`config.mk`:
```
export PLATFORM = sky130hd
export DESIGN_NAME = spart_tx_fifo_flat
export DESIGN_NICKNAME = d
export VERILOG_FILES = /design/src/rtl/spart_tx_fifo_if.sv /design/src/rtl/spart_tx_fifo.sv /design/src/flat_wrapper.sv
export SDC_FILE = /design/constraint.sdc
export NUM_CORES = 1
export LEC_CHECK = 0
export ABC_CLOCK_PERIOD_IN_PS = 3050
export CORE_ASPECT_RATIO = 0.6
export CORE_MARGIN = 2
export CORE_UTILIZATION = 55
export DETAILED_ROUTE_END_ITERATION = 12
export PLACE_DENSITY = 0.87
export SYNTH_ARGS = -nofsm -noshare
export SYNTH_HDL_FRONTEND = slang
export SYNTH_SLANG_ARGS = --single-unit
export TNS_END_PERCENT = 20
```
`constraint.sdc`:
```
create_clock -name clk -period 3.05 [get_ports clk]
set_input_delay 0.4575 -clock clk [delete_from_list [all_inputs] [get_ports clk]]
set_output_delay 0.4575 -clock clk [all_outputs]
set_load 0.01 [all_outputs]
```
`src/rtl/spart_tx_fifo_if.sv`:
```
// Handshake bundle between the MMU store path, the TX FIFO and the SPART transmitter.
// The master side drives writes and the transmitter ready; the slave side is the FIFO.
interface spart_tx_fifo_if #(
    parameter int DEPTH  = 16,
    parameter int DATA_W = 8,
    parameter int CW     = $clog2(DEPTH) + 1
);
    logic              wr_en;
    logic [DATA_W-1:0] wr_data;
    logic              full;
    logic              empty;
    logic [CW-1:0]     count;
    logic              tx_valid;
    logic [DATA_W-1:0] tx_data;
    logic              tx_ready;
    logic              overflow;
    logic              clr_overflow;

    modport master (
        output wr_en, wr_data, tx_ready, clr_overflow,
        input  full, empty, count, tx_valid, tx_data, overflow
    );

    modport slave (
        input  wr_en, wr_data, tx_ready, clr_overflow,
        output full, empty, count, tx_valid, tx_data, overflow
    );
endinterface

```
`src/rtl/spart_tx_fifo.sv`:
```
// Byte FIFO decoupling CPU stores to the SPART TX address from the transmitter baud rate.
// Status flags come only from the registered count, so full has no path from wr_en/tx_ready.
module spart_tx_fifo #(
    parameter int DEPTH  = 16,
    parameter int DATA_W = 8,
    parameter int CW     = $clog2(DEPTH) + 1
) (
    input  logic clk,
    input  logic rst,
    spart_tx_fifo_if.slave bus
);
    localparam int AW = $clog2(DEPTH);

    logic [DATA_W-1:0] mem [DEPTH];
    logic [AW-1:0]     wr_ptr;
    logic [AW-1:0]     rd_ptr;
    logic [CW-1:0]     count;
    logic              overflow;
    logic              full;
    logic              empty;
    logic              push_req;
    logic              pop;
    logic              push;

    assign full     = (count == CW'(DEPTH));
    assign empty    = (count == '0);
    assign push_req = bus.wr_en;
    assign pop      = !empty && bus.tx_ready;
    // A write on a full FIFO still lands when the head leaves in the same cycle.
    assign push     = push_req && (!full || pop);

    always_ff @(posedge clk or negedge rst) begin
        if (!rst) begin
            for (int i = 0; i < DEPTH; i++) mem[i] <= '0;
            wr_ptr   <= '0;
            rd_ptr   <= '0;
            count    <= '0;
            overflow <= 1'b0;
        end else begin
            if (push) begin
                mem[wr_ptr] <= bus.wr_data;
                wr_ptr      <= wr_ptr + 1'b1;
            end
            if (pop) rd_ptr <= rd_ptr + 1'b1;

            if (push && !pop)      count <= count + 1'b1;
            else if (pop && !push) count <= count - 1'b1;

            if (push_req && !push)     overflow <= 1'b1;
            else if (bus.clr_overflow) overflow <= 1'b0;
        end
    end

    assign bus.full     = full;
    assign bus.empty    = empty;
    assign bus.count    = count;
    assign bus.tx_valid = !empty;
    assign bus.tx_data  = mem[rd_ptr];
    assign bus.overflow = overflow;
endmodule

```
`src/flat_wrapper.sv`:
```
// flat-port wrapper written by rule: the top's interface ports become plain ports
module spart_tx_fifo_flat 
#(
    parameter int DEPTH  = 16,
    parameter int DATA_W = 8,
    parameter int CW     = $clog2(DEPTH) + 1
)
  (clk, rst, bus_wr_en, bus_wr_data, bus_tx_ready, bus_clr_overflow, bus_full, bus_empty, bus_count, bus_tx_valid, bus_tx_data, bus_overflow);
  spart_tx_fifo_if #(.DEPTH(DEPTH), .DATA_W(DATA_W), .CW(CW)) bus_i ();
  input  logic clk;
  input  logic rst;
  input wire logic [$bits(bus_i.wr_en)-1:0] bus_wr_en;
  input wire logic [$bits(bus_i.wr_data)-1:0] bus_wr_data;
  input wire logic [$bits(bus_i.tx_ready)-1:0] bus_tx_ready;
  input wire logic [$bits(bus_i.clr_overflow)-1:0] bus_clr_overflow;
  output wire logic [$bits(bus_i.full)-1:0] bus_full;
  output wire logic [$bits(bus_i.empty)-1:0] bus_empty;
  output wire logic [$bits(bus_i.count)-1:0] bus_count;
  output wire logic [$bits(bus_i.tx_valid)-1:0] bus_tx_valid;
  output wire logic [$bits(bus_i.tx_data)-1:0] bus_tx_data;
  output wire logic [$bits(bus_i.overflow)-1:0] bus_overflow;
  assign bus_i.wr_en = bus_wr_en;
  assign bus_i.wr_data = bus_wr_data;
  assign bus_i.tx_ready = bus_tx_ready;
  assign bus_i.clr_overflow = bus_clr_overflow;
  assign bus_full = bus_i.full;
  assign bus_empty = bus_i.empty;
  assign bus_count = bus_i.count;
  assign bus_tx_valid = bus_i.tx_valid;
  assign bus_tx_data = bus_i.tx_data;
  assign bus_overflow = bus_i.overflow;
  spart_tx_fifo #(.DEPTH(DEPTH), .DATA_W(DATA_W), .CW(CW)) u_core (.clk(clk), .rst(rst), .bus(bus_i));
endmodule
```
---- After elaboration in Yosys (flattened, before gate mapping) ----
Cells that the tools add are included.
word-level totals
  register bits ........................... 142
  bits in latches ......................... 0
  memory bits (writable) .................. 0
  bits in read-only memories .............. 0
  bits of input ports ..................... 13
  output and inout port bits .............. 17
  memories kept ........................... 0
operators by class
  add/sub/neg operators ................... 4
  $mul .................................... 0
  div/mod/pow operators ................... 0
  $lt $le $gt $ge ......................... 3
  equality and inequality tests ........... 1
  shift-type cells ........................ 0
  mux-type cells .......................... 10
  bitwise logic cells ..................... 2
  reduce and logical (&&, ||, !) cells .... 14
operators with widths
  cell                                                        count
  bitwise mux 128 bit                                         1
  binary-select mux 8 bit (select 4 bit)                      1
  demux 8 bit (select 4 bit)                                  1
  2-to-1 mux 8 bit                                            3
  >= comparator 5 bit, second input constant                  2
  2-to-1 mux 5 bit                                            2
  inverter 4 -> 5 bit                                         2
  adder 4 x 1 -> 4 bit, second input constant                 2
  logical AND 1 bit                                           6
  adder 5 x 1 -> 5 bit, second input constant                 1
  == test 5 bit, second input constant                        1
  zero test 5 bit                                             1
  less-than comparator 5 x 1 -> 1 bit, second input constant  1
  subtractor 5 x 1 -> 5 bit, second input constant            1
  zero test 1 bit                                             4
  nonzero test 2 bit                                          2
  2-to-1 mux 1 bit                                            2
  logical OR 1 bit                                            1

---- Logic depth before layout (Yosys ltp) ----
Gate-level depths: netlist of the first run.
  word-level depth ........................ 9
  depth in mapped cells ................... 13

---- Worst setup path after synthesis of the first run ----
OpenSTA, ideal clock, no wires.
  path type ............................... register to register
  from .................................... reg u_core.count[0] (netlist: u_core.bus.count[0])
  to ...................................... reg u_core.count[4] (netlist: u_core.bus.count[4])
  arrival time ............................ 3001 ps
  data required time ...................... 2914 ps
  slack ................................... -87 ps
  cell stages (with the launch flop) ...... 13
  buffers on the path ..................... 2
  cell sequence ........................... dfrtp_1 or4_4 buf_6 or2_1 buf_6 nand2_1 inv_1 ha_1 inv_1 ha_1 a21o_1 a2111oi_0 o31ai_1
between the ends
  cells in the longest elaborated chain, start to end .. 8
  elaborated cells between the ends (all ways) .. 16
  classes of those cells .................. 2 x add/sub; 1 x eq/ne; 2 x mux; 11 x reduce/logical
RTL lines
  what                                 RTL line             text
  from (decl)                          spart_tx_fifo.sv:17  logic [CW-1:0] count;
  from (signal assigned)               spart_tx_fifo.sv:46  if (push && !pop) count <= count + 1'b1;
  from (signal assigned)               spart_tx_fifo.sv:47  else if (pop && !push) count <= count - 1'b1;
  zero test 5 bit                      spart_tx_fifo.sv:26  assign empty = (count == '0);
  zero test 1 bit                      spart_tx_fifo.sv:28  assign pop = !empty && bus.tx_ready;
  logical AND 1 bit                    spart_tx_fifo.sv:28
  logical OR 1 bit (*)                 spart_tx_fifo.sv:30  assign push = push_req && (!full || pop);
  logical AND 1 bit (*)                spart_tx_fifo.sv:30
  named net u_core.push                spart_tx_fifo.sv:23  logic push;
  zero test 1 bit                      spart_tx_fifo.sv:47
  logical AND 1 bit                    spart_tx_fifo.sv:47
  nonzero test 2 bit (no source line)  n/a
The timed path passes the listed nets; every way through them passes the cells marked *. The select of a mux whose other input is x is not followed.
A chain may end at the register's enable or synchronous reset.

---- Worst setup path after layout of the first run ----
  from .................................... reg u_core.rd_ptr[0]
  to ...................................... out bus_tx_data[1]
between the ends
  cells in the longest elaborated chain, start to end .. 4
RTL lines
  what                                                 RTL line             text
  from (decl)                                          spart_tx_fifo.sv:16  logic [AW-1:0] rd_ptr;
  from (signal assigned)                               spart_tx_fifo.sv:44  if (pop) rd_ptr <= rd_ptr + 1'b1;
  inverter 4 -> 5 bit (implied by the code)            spart_tx_fifo.sv:58  assign bus.tx_data = mem[rd_ptr];
  binary-select mux 8 bit (select 4 bit)               spart_tx_fifo.sv:58
  2-to-1 mux 8 bit (implied by the code) (2 in a row)  spart_tx_fifo.sv:58
  to (decl)                                            flat_wrapper.sv:20   output wire logic [$bits(bus_i.tx_data)-1:0] bus_tx_data;
Every way passes these cells. The select of a mux whose other input is x is not followed.

==> results.sh, run 1 <==
export IMPL_hold_ws_ns=0.0464
export IMPL_end_kind="output port"
export IMPL_status="complete, no violations"
export IMPL_synth_edf_count=0
export IMPL_final_max_slew_viol_count=0
export IMPL_syn_area_um2=6850
export IMPL_path_class="reg -> out"
export IMPL_cts_tree="yes"
export IMPL_yosys_top_cells_count="142 x dfrtp_1, 106 x mux2_2, 32 x mux4_2"
export IMPL_endpoint="bus_tx_data[1]"
export IMPL_required_ns=2.59
export IMPL_cts_buffers_inserted=17
export IMPL_grt_ovfl_total=0
export IMPL_start_util=0.566
export IMPL_power_density_nw_per_um2=1180
export IMPL_ys_warn_count=0
export IMPL_area_growth_pct=17.2
export IMPL_dp_cells=622
export IMPL_arrival_ns=2.50
export IMPL_syn_nets=465
export IMPL_cap_violations=0
export IMPL_synthTopCellsByArea="dfrtp_1 52%, mux2_2 17%, mux4_2 11%"
export IMPL_grt_pass1_vias=4355
export IMPL_antenna_found_initial=0
export IMPL_clkTransAtPathRegs_ns=0.06
export IMPL_design_area_um2=8030
export IMPL_period_needed_ns=2.96
export IMPL_synth_avg_cell_area_um2=15.5
export IMPL_hp_class="in -> async"
export IMPL_layout_drive_gt1_share=0.478
export IMPL_die_area_um2=13400
export IMPL_htree_levels=4
export IMPL_cts_hold_buf=0
export IMPL_fin_cells=657
export IMPL_skew_ns=0.00729
export IMPL_yosysSeqAreaShare=0.519
export IMPL_firstDrtPassIters=4
export IMPL_place_area_um2=7350
export IMPL_coreArea_um2=12100
export IMPL_post_route_util=0.664
export IMPL_die_h_um=90.5
export IMPL_die_width_um=148
export IMPL_reg2reg_depth=10
export IMPL_worstSetupPathDepth=5
export IMPL_regToRegSetupSlack_ns=0.16
export IMPL_r2r_start="u_core.bus.count[0]"
export IMPL_track_usage=0.242
export IMPL_peakVddDrop_mv=0.584
export IMPL_synth_most_common_cell="dfrtp_1"
export IMPL_ys_flop_type="dfrtp_1"
export IMPL_ys_ff_latch=142
export IMPL_wl_per_cell_um=23.0
export IMPL_vias_per_cell=5.99
export IMPL_diodes=0
export IMPL_drt_wl_total_um=15100
export IMPL_synth_area_leader_cell="dfrtp_1"
export IMPL_rows=31
export IMPL_vias=3937
export IMPL_crit_family="buffers and inverters"
export IMPL_globalplace_congestion=0.809
export IMPL_ys_types=37
export IMPL_nets=503
export IMPL_worstSkewPairLatency_ns=0.42
export IMPL_ys_async_sr_fraction=1.00
export IMPL_power_leakage_nw=3.46
export IMPL_drtIter0Drc=268
export IMPL_finalHoldViolCount=0
export IMPL_slew_headroom=0.412
export IMPL_route_detailed_drc=0
export IMPL_path_cells="buf_12, mux4_2, a22oi_2, nand2_1, clkdlybuf4s50_1"
export IMPL_ioPinCount=30
export IMPL_clockRootBuffer="clkbuf_16"
export IMPL_setup_viol_count_final=0
export IMPL_max_stage_delay_ns=0.54
export IMPL_critical_path_startpoint="u_core.rd_ptr[0]"
export IMPL_hpwlAfterDp_um=9580
export IMPL_cp_slowest_cell="mux4_2"
export IMPL_clock_path_buffers=2
export IMPL_cp_start_kind="flip-flop"
export IMPL_postSynthCellCount=442
export IMPL_numPortBuffers=29
export IMPL_fillerInstances=814
export IMPL_p_total_mw=9.45
export IMPL_postRouteAntennaNets=0
export IMPL_tightestPinTransition_ns=0.877
export IMPL_cp_max_fo=9
export IMPL_grt_pass1_wl_um=24300
export IMPL_min_period_over_period=0.970
export IMPL_grt_max_degree=77
export IMPL_r2r_end="u_core.bus.count[4]"
export IMPL_fmax_ghz=0.338
export IMPL_crit_buf_inv=2
export IMPL_clock_sinks=142
export IMPL_yosysTopAreaCellShare=0.519
## where the power goes
part / switching, mW / internal [mW] / leakage, nW
registers: 0.602 / 2.81 / 1.75
clock network: 0.788 / 1.36 / 0.296
logic: 1.62 / 2.27 / 1.41
## flip-flops by register name, summed over array words and instances (netlist names)
signal,count
u_core.bus.count,5
u_core.bus.overflow,1
u_core.mem,128
u_core.wr_ptr,4
u_core.rd_ptr,4
## stage by stage
| step | TNS [ns] | setup WS [ns] |
|---|---|---|
| 2_1_floorplan | 0 | 0.00573 |
| 3_3_place_gp | 0 | 0.166 |
| 3_5_place_dp | 0 | 0.0261 |
| 4_1_cts | 0 | 0.0413 |
| 5_1_grt | -0.00126 | -0.00126 |
| 6_report | 0 | 0.0922 |
## cells by family (layout without fill, tap and decap cells)
logic type / count (synthesis) / in the layout / synth area share
flip-flops: 142 / 142 / 0.519
XOR/XNOR: 9 / 9 / 0.0115
adder cells (fa/ha/maj): 10 / 10 / 0.0194
AO/OA/AOI/OAI: 28 / 28 / 0.0307
AND/OR/NAND/NOR: 54 / 54 / 0.0606
buffers and inverters: 35 / 85 / 0.0243
multiplexers: 164 / 164 / 0.335
## area by class of cell
| type | instances | area [µm²] | share of cell area |
|---|---|---|---|
| clock buffer | 19 | 433 | 0.0539 |
| timing repair buffer | 46 | 482 | 0.0600 |
| multi-input combinational | 265 | 3150 | 0.393 |
| tap | 165 | 206 | 0.0257 |
| clock inverter | 12 | 170 | 0.0212 |
| sequential | 142 | 3560 | 0.443 |
| inverter | 8 | 30.0 | 0.00374 |
## routing by layer
layer / up-vias / wire length, µm / GRT usage
met5: - / 0 / 0
met4: 0 / 81 / 0.0651
met3: 11 / 1040 / 0.0631
met2: 108 / 7120 / 0.355
met1: 2107 / 6890 / 0.361
li1: 1711 / - / -
## cell usage in the layout (no fill, tap or decap), types with 3 or more instances in the layout
master and count:
inv_1 7, clkdlybuf4s50_1 28, dfrtp_1 140, nand2b_1 5
a22oi_1 15, nor2_1 4, clkbuf_16 18, nor3_1 3
mux4_2 32, nand2_1 18, o21ai_0 4, xor2_1 3
nand4_4 3, mux2_2 106, mux2_4 24, buf_4 13
nor2_2 3, bufinv_16 4, nor3_4 8, xnor2_1 6
ha_1 8, clkinv_2 5
## how the worst min path moves through the flow
stage | from | endpoint | slack (ns) | depth (start not counted)
detailed placement | u_core.mem[98] | u_core.mem[98] | 0.49 | 1
floorplan | rst | u_core.bus.count[0] | 0.16 | 0
CTS | rst | u_core.bus.overflow | 0.08 | 1
global placement | u_core.mem[98] | u_core.mem[98] | 0.47 | 1
global route | rst | u_core.bus.count[4] | 0.11 | 1
finish | rst | u_core.bus.count[1] | 0.05 | 1
## what timing repair did
action / CTS / global route
pin swaps: 0 / 2
gates resized for setup: 0 / 5
gates cloned: 1 / 1
buffers inserted: 0 / 2
setup endpoints to repair: 1 / 8
Note: power is estimated with default switching activity, not from simulation.
==> run 2: changes to the inputs <==
--- a/config.mk
+++ b/config.mk
@@ -11,6 +11,7 @@
 export CORE_UTILIZATION = 55
 export DETAILED_ROUTE_END_ITERATION = 12
 export PLACE_DENSITY = 0.87
+export SLEW_MARGIN = 15
 export SYNTH_ARGS = -nofsm -noshare
 export SYNTH_HDL_FRONTEND = slang
 export SYNTH_SLANG_ARGS = --single-unit
==> results of run 2 <==
Same layout as run 1: the final DEF is identical, and so are final timing and power.
==> run 3: changes to the inputs <==
--- a/config.mk
+++ b/config.mk
@@ -10,6 +10,7 @@
 export CORE_MARGIN = 2
 export CORE_UTILIZATION = 55
 export DETAILED_ROUTE_END_ITERATION = 12
+export GPL_ROUTABILITY_DRIVEN = 0
 export PLACE_DENSITY = 0.87
 export SLEW_MARGIN = 15
 export SYNTH_ARGS = -nofsm -noshare
==> results of run 3 <==
Same layout as run 1: the final DEF is identical, and so are final timing and power.
==> patch 1 (settings of run 1) <==
`DEPTH` is set to 16 in 3 places; all go to 32.
--- a/src/rtl/spart_tx_fifo_if.sv
+++ b/src/rtl/spart_tx_fifo_if.sv
@@ -1,7 +1,7 @@
 // Handshake bundle between the MMU store path, the TX FIFO and the SPART transmitter.
 // The master side drives writes and the transmitter ready; the slave side is the FIFO.
 interface spart_tx_fifo_if #(
-    parameter int DEPTH  = 16,
+    parameter int DEPTH  = 32,
     parameter int DATA_W = 8,
     parameter int CW     = $clog2(DEPTH) + 1
 );
--- a/src/rtl/spart_tx_fifo.sv
+++ b/src/rtl/spart_tx_fifo.sv
@@ -1,7 +1,7 @@
 // Byte FIFO decoupling CPU stores to the SPART TX address from the transmitter baud rate.
 // Status flags come only from the registered count, so full has no path from wr_en/tx_ready.
 module spart_tx_fifo #(
-    parameter int DEPTH  = 16,
+    parameter int DEPTH  = 32,
     parameter int DATA_W = 8,
     parameter int CW     = $clog2(DEPTH) + 1
 ) (
--- a/src/flat_wrapper.sv
+++ b/src/flat_wrapper.sv
@@ -1,7 +1,7 @@
 // flat-port wrapper written by rule: the top's interface ports become plain ports
 module spart_tx_fifo_flat 
 #(
-    parameter int DEPTH  = 16,
+    parameter int DEPTH  = 32,
     parameter int DATA_W = 8,
     parameter int CW     = $clog2(DEPTH) + 1
 )
Interface: changed (resized bus_count); port bits go from 30 to 31. The function was not compared with the original's and may differ.
==> patch 1 against run 1 <==
The flow now finishes with violations (negative setup slack); wire length rose by 100%; maximum frequency down 5.0%; non-clock buffer count rose by 41; total power increased by 70%; highest routed layer unchanged; worst setup slack got worse by 0.16 ns; sequential cell count up 131; sequential share of layout area increased by 1.5 points; via count grew 97%; largest cell class unchanged; design area up 86%; area after synthesis grew 88%; sequential power grew 82%.
==> patch 1: results (changes against run 1) <==
.. list-table::
   :header-rows: 1

   * - Metric
     - Value
   * - Mux contribution to synthesized area
     - 33.7% (+0.15 points)
   * - Switching portion of total power
     - 33.8% (+2.0 points)
   * - Worst Path Arrival
     - 2.66 ns (+0.16 ns)
   * - Quantity of gates resized following cts
     - 77 (+77)
   * - Number of placed instances, taps included
     - 1178 (+89%)
   * - Adder-Cell Fraction of Synth Area
     - 1.13% (-0.81 points)
   * - Sequential cell area fraction in the yosys report
     - 53.1% (+1.3 points)
   * - Met1 track utilization from global routing
     - 39.3% (+3.3 points)
   * - Fraction of layout instances using a drive strength above 1
     - 53.4% (+5.6 points)
   * - Global routing usage on met3
     - 6.16% (-0.15 points)
   * - CTS Buffer Depth
     - 3 (+1)
   * - DR WL met3
     - 2.18 mm (+110%)
   * - Run status
     - complete, but fails checks
   * - Via count of the first global-routing pass
     - 8007 (+84%)
   * - Fin worst setup slack
     - -0.0643 ns (-0.157 ns)
   * - WL per Instance
     - 24.6 um (+6.9%)
   * - Total global-route track usage
     - 25.8% (+1.7 points)
   * - Slowest stage cell, crit path
     - sky130_fd_sc_hd__dfrtp_4
   * - Total of hold buffers inserted after clock tree synthesis
     - 1 (+1)
   * - Met2 wire length
     - 13.5 mm (+90%)
   * - Synth Instances
     - 850 (+92%)
   * - Worst path max stage delay
     - 0.51 ns (-0.03 ns)
   * - Final weighted congestion of routability-driven global placement
     - 0.870 (+7.6%)
   * - Setup fix buffers added after clock tree synthesis
     - 8 (+8)
   * - Violated checks
     - negative setup slack
   * - Top post-synthesis cells by area
     - sky130_fd_sc_hd__dfrtp_1, sky130_fd_sc_hd__mux2_2, sky130_fd_sc_hd__mux4_2, sky130_fd_sc_hd__mux2i_1, sky130_fd_sc_hd__nor3_2
   * - Worst setup slack before clock tree synthesis
     - -0.334 ns (-0.360 ns)
   * - Setup violation total in the final timing report
     - 6 (+6)
   * - Vias per std cell
     - 6.28 (+4.8%)
   * - Startpoint of the most critical register-to-register path
     - u_core.bus.count[2]$_DFFE_PN0P_
   * - Post-route worst hold slack
     - 0.477 ns (+0.431 ns)
   * - Post-synthesis compound-gate area fraction
     - 3.72% (+0.65 points)
   * - Count of distinct cell types in the synthesized netlist
     - 50 (+35%)
   * - Endpoint of the worst setup timing path
     - bus_tx_data[7]
   * - Met2 Track Usage GR
     - 38.3% (+2.8 points)
   * - # fillers
     - 1633 (+100%)
   * - Clock latency on the worst-skew pair
     - 0.55 ns (+0.13 ns)
   * - Worst voltage drop across the vdd grid
     - 0.611 mV (+4.5%)
   * - Final setup skew
     - 0.0198 ns (+0.0125 ns)
-- patch 1: changes by cell type after synthesis, sizes merged, moves of 7 or more --
cell    change
nor3       +21
a21oi      +14
o22ai       +7
dfrtp     +131
mux4       +16
a22o        +8
buf         +8
mux2i      +32
a22oi       -8
clkbuf     +28
mux2      +128
o221ai      +8
-- patch 1: cell type report --
cell class | count | area share, %
Multi-Input combinational cell | 507 | 39.7
Clock inverter | 17 | 1.19
Timing Repair Buffer | 87 | 5.97
Inverter | 7 | 0.193
Tap cell | 315 | 2.64
Sequential cell | 273 | 45.8
Clock buffer | 29 | 4.49
-- patch 1: power groups by stage --
stage | sequential [mW] | combinational, mW | clock [mW]
floorplan | 5.72 | 4.24 | 0
global placement | 6.19 | 5.61 | 0
detailed placement | 6.25 | 5.82 | 0
CTS | 6.17 | 6.46 | 3.30
global route | 6.38 | 7.02 | 3.49
finish | 6.23 | 6.59 | 3.28
==> patch 2 (settings of run 1) <==
Made on the original files. Reset style: synchronous (`rst`), changed in one clocked block.
--- a/src/rtl/spart_tx_fifo.sv
+++ b/src/rtl/spart_tx_fifo.sv
@@ -29,7 +29,7 @@
     // A write on a full FIFO still lands when the head leaves in the same cycle.
     assign push     = push_req && (!full || pop);
 
-    always_ff @(posedge clk or negedge rst) begin
+    always_ff @(posedge clk) begin
         if (!rst) begin
             for (int i = 0; i < DEPTH; i++) mem[i] <= '0;
             wr_ptr   <= '0;
Function: differs if rst is asserted again (counterexample within 4 cycles, from zero or initial values and one cycle with rst low); with rst held inactive, the same outputs for 4 cycles.
==> patch 2 against run 1 <==
Wire length is 5.1% higher; non-clock buffer count is 14 higher; sequential cell count is 4 higher; worst setup slack better by 0.0059 ns; design area is 1.9% lower; highest routed layer unchanged; area after synthesis is 3.3% lower.
Power is not compared: it rests on default switching activity, and its combinational part moved more than twofold at a synthesized area within 25%.
==> patch 2: results (changes against run 1) <==
.. list-table::
   :header-rows: 1

   * - Metric
     - Value
   * - Final weighted congestion of routability-driven global placement
     - 0.863 (+6.7%)
   * - Nets in the synthesized netlist
     - 516 (+11%)
   * - Fraction of layout instances using a drive strength above 1
     - 18.6% (-29 points)
   * - Global-route wire length before repair
     - 24.6 mm (+1.1%)
   * - Worst voltage drop across the vdd grid
     - between 0.3 and 0.4 mV
   * - Number of placed instances, taps included
     - 690 (+11%)
   * - Aggregate routed wire length
     - 15.9 mm (+5.1%)
   * - Overall via count from detail_route
     - 4345 (+10%)
   * - CTS Root Buffer Type
     - sky130_fd_sc_hd__clkbuf_16
   * - Worst path max stage delay
     - 0.58 ns (+0.04 ns)
   * - Number of input and output port buffers inserted
     - 29 (unchanged)
   * - Clock latency on the worst-skew pair
     - 0.42 ns (about the same)
   * - Number of flops mapped to enable cells by yosys
     - 128 (+128)
   * - Number of buffers inserted during clock tree synthesis
     - 17 (unchanged)
   * - Worst path top cell family by delay
     - buffers and inverters
   * - Sequential cell area fraction in the yosys report
     - 63.4% (+12 points)
   * - Top post-synthesis cells by area
     - sky130_fd_sc_hd__edfxtp_1, sky130_fd_sc_hd__mux4_2, sky130_fd_sc_hd__nor2_1, sky130_fd_sc_hd__dfxtp_1, sky130_fd_sc_hd__and2_1
   * - Initial drt markers
     - 516 (+93%)
   * - Register-to-register path setup slack
     - 0.26 ns (+0.10 ns)
   * - Slew at the pin with the worst max-slew slack
     - 0.743 ns (-0.134 ns)
   * - Antenna-violating nets left
     - 0 (unchanged)
   * - FFs w/ async S/R, synth
     - 0% (-100 points)
   * - Total half-perimeter wirelength after legalization and detailed placement
     - 10.4 mm (+8.2%)
   * - Via count of the first global-routing pass
     - 4414 (+1.4%)
   * - Total global-route track usage
     - 26.4% (+2.2 points)
   * - Per-instance average area after synthesis
     - 13.4 um2 (-13%)
   * - Clk pin slew, worst setup/hold paths
     - 0.06 ns (about the same)
   * - Synth top cells by count
     - sky130_fd_sc_hd__edfxtp_1, sky130_fd_sc_hd__nor2_1, sky130_fd_sc_hd__and2_1
   * - Count of TritonRoute iterations in the first routing pass
     - 5 (+1)
   * - Maximum fanout encountered on the critical timing path
     - 18 (+9)
   * - Maximum number of pins on one net before global-route repair
     - 35 (-55%)
   * - Slowest stage cell, crit path
     - sky130_fd_sc_hd__mux4_2
   * - Count of non-filler cells in the finished layout
     - 725 (+10%)
   * - Count of distinct cell types in the synthesized netlist
     - 38 (+2.7%)
   * - Run status
     - complete, no violations
   * - Final setup skew
     - 0.00664 ns (-0.000654 ns)
   * - Worst Path Arrival
     - 2.49 ns (about the same)
   * - Worst hold-check path type
     - reg -> reg
   * - Static leakage
     - roughly 2.8 nW
   * - Net count, final
     - 570 (+13%)
patch 2: changes by cell type in the layout (fill, tap and decap cells not counted), sizes merged, moves of 14 or more:
cell,delta
nand2,+24
and2,+42
o21ai,+14
dfxtp,+18
mux2,-131
buf,+14
nor2,+91
edfxtp,+128
dfrtp,-142
patch 2: kinds of logic (layout without fill, tap and decap cells):
logic type	count (synthesis)	count (layout)	share of synthesized area (%)
muxes	35	35	11.3
and+or+nand+nor	216	216	15.5
adders and majority gates	10	10	2.00
AOI/OAI and AO/OA	49	49	4.95
xor gates and xnor gates	6	6	0.793
DFF	146	146	63.4
buffers and inverters	31	98	1.98
patch 2: worst paths after layout:
| path | start | to | cells past startpoint |
|---|---|---|---|
| hold reg to reg | u_core.bus.overflow$_SDFFE_PN0P_ | u_core.bus.overflow$_SDFFE_PN0P_ | 2 |
| setup / recovery | flip-flop | bus_tx_data[6] | 5 |
| setup reg to reg | u_core.bus.count[0]$_SDFFE_PN0P_ | u_core.bus.count[3]$_SDFFE_PN0P_ | 9 |
| hold / removal | u_core.bus.overflow$_SDFFE_PN0P_ | u_core.bus.overflow$_SDFFE_PN0P_ | 2 |
patch 2: final cells by class:
type | instances | area (um2)
Fill cell | 860 | 4030
Clock inverter | 13 | 160
Timing Repair Buffer | 60 | 552
Tap cell | 165 | 206
Multi-Input combinational cell | 316 | 2290
Clock buffer | 19 | 433
Sequential cell | 146 | 4210
Inverter | 6 | 22.5
patch 2: power breakdown:
part           total, mW  switching [mW]  internal [mW]
combinational       1.57           0.761          0.808
sequential          2.44           0.130           2.31
clock               2.10           0.810           1.29
total               6.11            1.70           4.41
patch 2: timing repair:
| action | CTS | global route |
|---|---|---|
| resized for setup | 1 | 1 |
| setup endpoints to repair | 3 | 2 |
| buffers inserted | 0 | 3 |
patch 2: routing by layer:
metal  routed length [um]  GRT usage, %
met2                 7760          43.8
met1                 6380          34.4
met5                    0             0
met4                  329          9.63
met3                 1430          7.24
patch 2: worst register-to-register path, delay by kind of cell (launching register included):
| kind | cells | cell delay (ns) |
|---|---|---|
| simple gates | 3 | 1.29 |
| buf+inv | 1 | 0.11 |
| compound gates | 3 | 0.43 |
| fa+ha+maj | 2 | 0.51 |
| flops | 1 | 0.41 |
patch 2: metrics by stage:
step | setup WS, ns | cell area (um2) | hold WS (ns)
after floorplan | 0.439 | 6630 | 0.489
after global placement | 0.193 | 7250 | 0.509
after detailed placement | 0.137 | 7250 | 0.520
after CTS | 0.0224 | 7850 | 0.542
after global routing | 0.00226 | 7880 | 0.577
final | 0.0982 | 7880 | 0.548
